`src/rtl/fp16_operand_loader.sv`:
```
// Byte-serial FP16 operand pair loader feeding the log multiplier core over valid/ready.
// Optional operand classification is built when FP16_CLASSIFY_EN is defined.
module fp16_operand_loader #(
    parameter int unsigned TIMEOUT_CYC = 16,
    parameter int unsigned CNT_W       = 8
) (
    input  logic             clk,
    input  logic             rst,
    input  logic             byte_valid,
    input  logic [7:0]       a_byte,
    input  logic [7:0]       b_byte,
    output logic             op_valid,
    input  logic             op_ready,
    output logic [15:0]      op_a,
    output logic [15:0]      op_b,
    output logic [2:0]       a_class,
    output logic [2:0]       b_class,
    output logic             timeout,
    output logic             drop,
    output logic [CNT_W-1:0] drop_cnt
);

    typedef enum logic [1:0] {S_LOW, S_HIGH, S_HOLD} state_t;

    localparam int unsigned TMR_W = (TIMEOUT_CYC > 1) ? $clog2(TIMEOUT_CYC) : 1;

    state_t           r_state;
    state_t           w_state_nxt;
    logic [TMR_W-1:0] r_timer;
    logic [7:0]       r_a_lo;
    logic [7:0]       r_b_lo;
    logic [15:0]      r_op_a;
    logic [15:0]      r_op_b;
    logic             r_timeout;
    logic             r_drop;
    logic [CNT_W-1:0] r_drop_cnt;

    logic w_expire;
    logic w_cap_low;
    logic w_cap_high;
    logic w_tmo;
    logic w_drp;

    assign w_expire = (TIMEOUT_CYC != 0) && (r_timer == TMR_W'(TIMEOUT_CYC - 1));

    always_ff @(posedge clk or posedge rst) begin
        if (rst) r_state <= S_LOW;
        else     r_state <= w_state_nxt;
    end

    always_comb begin
        w_state_nxt = r_state;
        case (r_state)
            S_LOW:   if (byte_valid) w_state_nxt = S_HIGH;
            S_HIGH: begin
                if (byte_valid)    w_state_nxt = S_HOLD;
                else if (w_expire) w_state_nxt = S_LOW;
            end
            S_HOLD:  if (op_ready) w_state_nxt = byte_valid ? S_HIGH : S_LOW;
            default: w_state_nxt = S_LOW;
        endcase
    end

    // A byte arriving on the transfer edge becomes the next low byte, so HOLD can chain without a bubble.
    always_comb begin
        w_cap_low  = byte_valid && ((r_state == S_LOW) || ((r_state == S_HOLD) && op_ready));
        w_cap_high = byte_valid && (r_state == S_HIGH);
        w_tmo      = !byte_valid && (r_state == S_HIGH) && w_expire;
        w_drp      = byte_valid && !op_ready && (r_state == S_HOLD);
    end

    always_ff @(posedge clk or posedge rst) begin
        if (rst) begin
            r_timer    <= '0;
            r_a_lo     <= '0;
            r_b_lo     <= '0;
            r_op_a     <= '0;
            r_op_b     <= '0;
            r_timeout  <= 1'b0;
            r_drop     <= 1'b0;
            r_drop_cnt <= '0;
        end else begin
            r_timeout <= w_tmo;
            r_drop    <= w_drp;
            if (w_cap_low) begin
                r_a_lo  <= a_byte;
                r_b_lo  <= b_byte;
                r_timer <= '0;
            end else if ((r_state == S_HIGH) && !byte_valid) begin
                r_timer <= r_timer + 1'b1;
            end
            if (w_cap_high) begin
                r_op_a <= {a_byte, r_a_lo};
                r_op_b <= {b_byte, r_b_lo};
            end
            if (w_drp && (r_drop_cnt != '1)) r_drop_cnt <= r_drop_cnt + 1'b1;
        end
    end

`ifdef FP16_CLASSIFY_EN
    logic [2:0] r_a_class;
    logic [2:0] r_b_class;

    function automatic logic [2:0] classify(input logic [15:0] w);
        logic [4:0] w_exp;
        logic [9:0] w_man;
        w_exp = w[14:10];
        w_man = w[9:0];
        if (w_exp == 5'd0)       classify = (w_man == '0) ? 3'b001 : 3'b010;
        else if (w_exp == 5'h1F) classify = (w_man == '0) ? 3'b011 : 3'b100;
        else                     classify = 3'b000;
    endfunction

    always_ff @(posedge clk or posedge rst) begin
        if (rst) begin
            r_a_class <= '0;
            r_b_class <= '0;
        end else if (w_cap_high) begin
            r_a_class <= classify({a_byte, r_a_lo});
            r_b_class <= classify({b_byte, r_b_lo});
        end
    end

    assign a_class = r_a_class;
    assign b_class = r_b_class;
`else
    assign a_class = '0;
    assign b_class = '0;
`endif

    assign op_valid = (r_state == S_HOLD);
    assign op_a     = r_op_a;
    assign op_b     = r_op_b;
    assign timeout  = r_timeout;
    assign drop     = r_drop;
    assign drop_cnt = r_drop_cnt;

endmodule

```
`config.mk`:
```
export PLATFORM = sky130hd
export DESIGN_NAME = fp16_operand_loader
export DESIGN_NICKNAME = d
export VERILOG_FILES = /design/src/rtl/fp16_operand_loader.sv
export SDC_FILE = /design/constraint.sdc
export NUM_CORES = 1
export LEC_CHECK = 0
export BUFFER_PORTS_ARGS = -buffer_cell sky130_fd_sc_hd__buf_2
export CAP_MARGIN = 20
export CORE_AREA = 4 4 101 103
export DETAILED_ROUTE_END_ITERATION = 10
export DIE_AREA = 0 0 105 107
export GPL_TIMING_DRIVEN = 0
export PLACE_DENSITY = 0.51
export SLEW_MARGIN = 25
export SYNTH_ARGS = -nofsm -noshare
export SYNTH_HDL_FRONTEND = slang
export SYNTH_SLANG_ARGS = --single-unit
```
`constraint.sdc`:
```
create_clock -name clk -period 2.4 [get_ports clk]
set_clock_uncertainty 0.2 [all_clocks]
set_input_delay 0.12 -clock clk [delete_from_list [all_inputs] [get_ports clk]]
set_output_delay 0.12 -clock clk [all_outputs]
set_load 0.05 [all_outputs]
```
# Word-level counts from Yosys, hierarchy flattened
# Index checks and enable logic that the tools add are counted.
[word_totals]
regBits = 64
in_bits = 20
output_inout_bits = 49
wordCells = 40
[classes]
n_addsub = 2
n_eq_ne = 7
muxes = 8
n_reduce_logical = 14
[op_table]
columns = ["op", "count"]
rows = [
  ["$add 8x1->8 const B", 1],
  ["$logic_and 1x1->1", 8],
  ["$mux 2", 4],
  ["$mux 4", 2],
  ["$ne 8x8->1 const B", 1],
  ["$pmux 2 s3", 1],
  ["$add 4x1->4 const B", 1],
  ["$eq 4x4->1 const B", 1],
  ["$ne 3x3->1 const B", 1],
  ["$reduce_and 3->1", 1],
  ["$eq 2x1->1 const B", 1],
  ["$eq 2x2->1 const B", 1],
  ["$logic_not 1->1", 2],
  ["$logic_not 2->1", 1],
  ["$ne 2x1->1 const B", 1],
  ["$ne 2x2->1 const B", 1],
  ["$reduce_bool 2->1", 1],
  ["$logic_or 1x1->1", 1],
  ["$mux 1", 1],
]

# Depth between registers and ports, before layout
[depth]
ltp_word = 5
mapped_depth = 5
ltp_nobuf = 4

# Worst setup path before layout
# OpenSTA, ideal clock, no wires.
[synth_timing]
kind = "register -> register"
from = "register r_drop_cnt[3] (netlist: drop_cnt[3])"
to = "register r_drop_cnt[1] (netlist: drop_cnt[1])"
setup_time_ns = 0.125
arrival_time_ns = 1.624
required_ns = 2.075
path_slack_ns = 0.451
stages_incl_launch_ff = 5
n_path_buf = 0
period_less_slack_ns = 1.949
path_cell_list = "dfrtp_1 and3_1 nand3_1 o21ai_2 mux2_2"
[synth_between]
elab_chain_len = 2
[synth_lines]
columns = ["element", "line", "rtl"]
rows = [
  ["from (decl)", "36", "logic [CNT_W-1:0] r_drop_cnt;"],
  ["from (signal assigned)", "96", "if (w_drp && (r_drop_cnt != '1)) r_drop_cnt <= r_drop_cnt + 1'b1;"],
  ["$ne 8x8->1", "96", ""],
  ["$logic_and 1x1->1", "96", ""],
]
# Every way passes these cells.
# A chain may end at the register's enable or synchronous reset.

# Worst setup path after layout
[layout_timing]
from = "input op_ready"
to = "register r_drop_cnt[7] (netlist: drop_cnt[7])"
[layout_between]
elab_chain_len = 4
[layout_lines]
columns = ["element", "line", "rtl"]
rows = [
  ["from (decl)", "13", "input logic op_ready,"],
  ["$logic_not 1->1", "69", "w_drp = byte_valid && !op_ready && (r_state == S_HOLD);"],
  ["$logic_and 1x1->1 (2 in series)", "69", ""],
  ["via w_drp", "42", "logic w_drp;"],
  ["$logic_and 1x1->1", "96", ""],
]
# The timed path passes the listed nets, and every way through them passes these cells.

==> results.ini <==
[outcome]
result_of_the_run = finished clean

[floorplanning]
design.core.area_um2 = 9200
die_h_um = 107
die_area_um2 = 11200
initial_core_util = 0.279
total_i_o_pin_count = 69
rows = 35
die_w_um = 105

[grt]
global_route.overflow_total = 0
initial_antenna_violation_count = 0
grtUsageTotal = 0.105
grt_max_degree = 41
grt_first_pass_wirelength_um = 9180
first_global_vias = 1774

[route]
detailedRoute.firstIterationViolations = 53
detail_route.drc_violations = 0
drt.antenna.violating_nets = 0
wl_per_cell_um = 13.9
wirelength_um = 5400
dr.pass1.iters = 4
dr_total_vias = 1652
vias_per_cell = 4.26

[critical_path]
worstPathMaxFanout = 5
worstSetupEndpointType = flip-flop
reg2reg_to = r_b_lo[5]
worstSetupStartpointType = primary input
crit_arrival_ns = 1.82
regToRegSetupSlack_ns = 0.60
crit_slowest_cell = dlygate4sd3_1
crit_end = drop_cnt[7]
worst-endpoint-required_ns = 2.42
critical_path_buf_inv_count = 2
ordered_list_of_cells_on_the_worst_path = dlygate4sd3_1 > buf_2 > and4bb_4 > nand4_1 > nor3_2 > mux2_2
worst_path_largest_cell_delay_ns = 0.53
reg2reg_from = r_state[1]
timing.setup.critical_path_class = primary input to flip-flop
number_of_stages_on_the_worst_setup_path = 6
crit_path_start = op_ready
r2r.worst_path.cells = 4
critical_path.top_delay_family = simple AND/OR/NAND/NOR gates

[layout]
finish.net_count = 295
utilization = 0.371
fillerInstances = 920
diodes = 0
postLayoutCellArea_um2 = 3420
final_layout_size_suffix_gt1_frac = 0.527
layout-area-overhead-vs-synth_pct = 33.2

[pwr]
power.switching_fraction = 0.456
report.power.total_w = 0.00480
int_power_w = 0.00261
seq_power_share = 0.371
pwr-share-comb = 0.461
power.switching_w = 0.00219
vdd_drop_max_mv = 0.700
p_clk_frac = 0.168
total_leakage_power_nw = 1.60
power.density_cell_area_nw_per_um2 = 1400

[sta]
fmax_mhz = 555
grt_setup_unrepaired = false
finalSetupViolations = 0
setup_slack_ns = 0.599
tcrit_tclk_final = 0.750
period_minus_slack_ns = 1.80
timing_max_transition_violations_final = 0
worst_hold_slack_ns = 0.0934
hold_viol = 0

[hold_path]
min_path_type = primary input to asynchronous set/reset pin

[synth]
synth-async-reset-ratio = 1.00
synth_area_per_cell_um2 = 14.6
yosys.area.top_type = dfrtp_1
yosys.area_share.xor_xnor = 0.0171
synth_top_family_by_area = multiplexers
post_synth_main_area_contributors = dfrtp_1, mux2_2, buf_4
synth_sequential_area_ratio = 0.625
synth-main-ff-cell = dfrtp_1
synth_most_common_cell = dfrtp_1
synth.cells.most_frequent = dfrtp_1, mux2_2, buf_4, nand2_1
synth_compound_gate_area_share = 0.0254
number_of_flops_mapped_to_enable_cells_by_yosys = 0
synthesis.yosys.warnings = 0
synthDistinctLibCells = 28
postSynthCellCount = 175
synthMuxAreaShare = 0.224
synth_register_bits = 64
synth_adder_area_share = 0.00976
synthDominantCellAreaShare = 0.625
post_synth_instance_area_um2 = 2560
synthSimpleGateAreaFrac = 0.0664

[placed_design]
dp_hpwl_um = 3760
port_buffers = 62
pre_cts_ws_ns = 0.584
finalWeightedCongestion = 0.687
place_area_um2 = 3050

[cts]
cts.reportedPaths.clkPinSlew_ns = 0.08
postCtsSetupBuffers = 0
clk_root_buffer_cell = clkbuf_8
numClockSinks = 64
tritoncts = yes
cts_buffers = 9
cts_htree_levels = 3
clk_latency_ns = 0.34
cts-root-to-sink-buffers = 2

[job]
timing.max_cap.violations = 0

-- metrics by stage --
stage	std cells	setup TNS, ns
after floorplan	180	0
after global placement	353	-28.96
after detailed placement	354	0
after CTS	388	0
after global routing	388	0
final	388	0
-- how the worst min path moves through the flow --
stage               depth (start not counted)         end  slack (ns)     start
floorplan                                   1  r_state[1]        0.03  op_ready
global placement                            2  r_state[1]        0.15  op_ready
detailed placement                          2     op_a[7]       -0.08       rst
CTS                                         3     op_a[7]        0.09       rst
global route                                3     op_a[7]        0.13       rst
finish                                      3     op_a[7]        0.09       rst
-- routing by layer --
metal	GRT usage	part of all wire	vias up
met5	0	0	-
met4	0.0619	0.025	0
met3	0.0229	0.044	10
met2	0.165	0.47	40
met1	0.133	0.46	802
li1	-	-	800
-- cell families (layout without fill, tap and decap cells) --
group           after synthesis  count (layout)
compound gates               11              11
xor+xnor                      5               5
fa+ha+maj                     2               2
buf+inv                      13             110
flops                        64              64
mux                          51              51
other cells                   1               6
simple gates                 28              28
-- power groups by stage --
stage / combinational [W] / clock, W / sequential, W
2_1_floorplan: 0.000674 / 0 / 0.00283
3_3_place_gp: 0.00220 / 0 / 0.00179
3_5_place_dp: 0.00222 / 0 / 0.00181
4_1_cts: 0.00224 / 0.000847 / 0.00179
5_1_grt: 0.00234 / 0.000888 / 0.00185
6_report: 0.00221 / 0.000806 / 0.00178
-- registers in the layout, summed over array words and instances (netlist names) --
signal and cells:
op_a 16, op_b 16, drop_cnt 8, r_a_lo 8, r_b_lo 8, r_timer 4, r_state 2, drop 1
timeout 1
-- layout make-up --
cell class,count,area (um^2),share of cell area
flip-flops and latches,64,1600,0.469
clock inverters,6,47.5,0.0139
plain buffers,11,72.6,0.0212
well taps,111,139,0.0407
inverters,2,10.0,0.00293
repair buffers,82,520,0.152
multi-input cells,103,901,0.264
clock buffers,9,124,0.0363
-- cells in the final DEF, fill, tap and decap left out, drive strengths merged, types with 2 or more instances in the layout --
master and count:
buf 74, dfrtp 64, mux2 51, dlygate4sd3 19, clkbuf 9, nand2 7
conb 6, a21oi 4, nor2 4, clkinvlp 4, o21ai 4, nand3 3
xnor2 3, nor2b 2, nand3b 2, xor2 2, and3 2, nand4 2
ha 2, clkinv 2, nor3b 2, inv 2
-- timing repair --
action,in CTS,in global routing
hold buffers,19,0
hold endpoints to repair,102,0
gates resized for setup,0,0
-- worst register-to-register path, stage by stage, from the launching register on --
cell and delay, ns:
dfrtp_1 0.43, nor2b_1 0.16, nor3b_2 0.23, buf_2 0.30
mux2_2 0.37
Power figures use the tool's default switching activity.
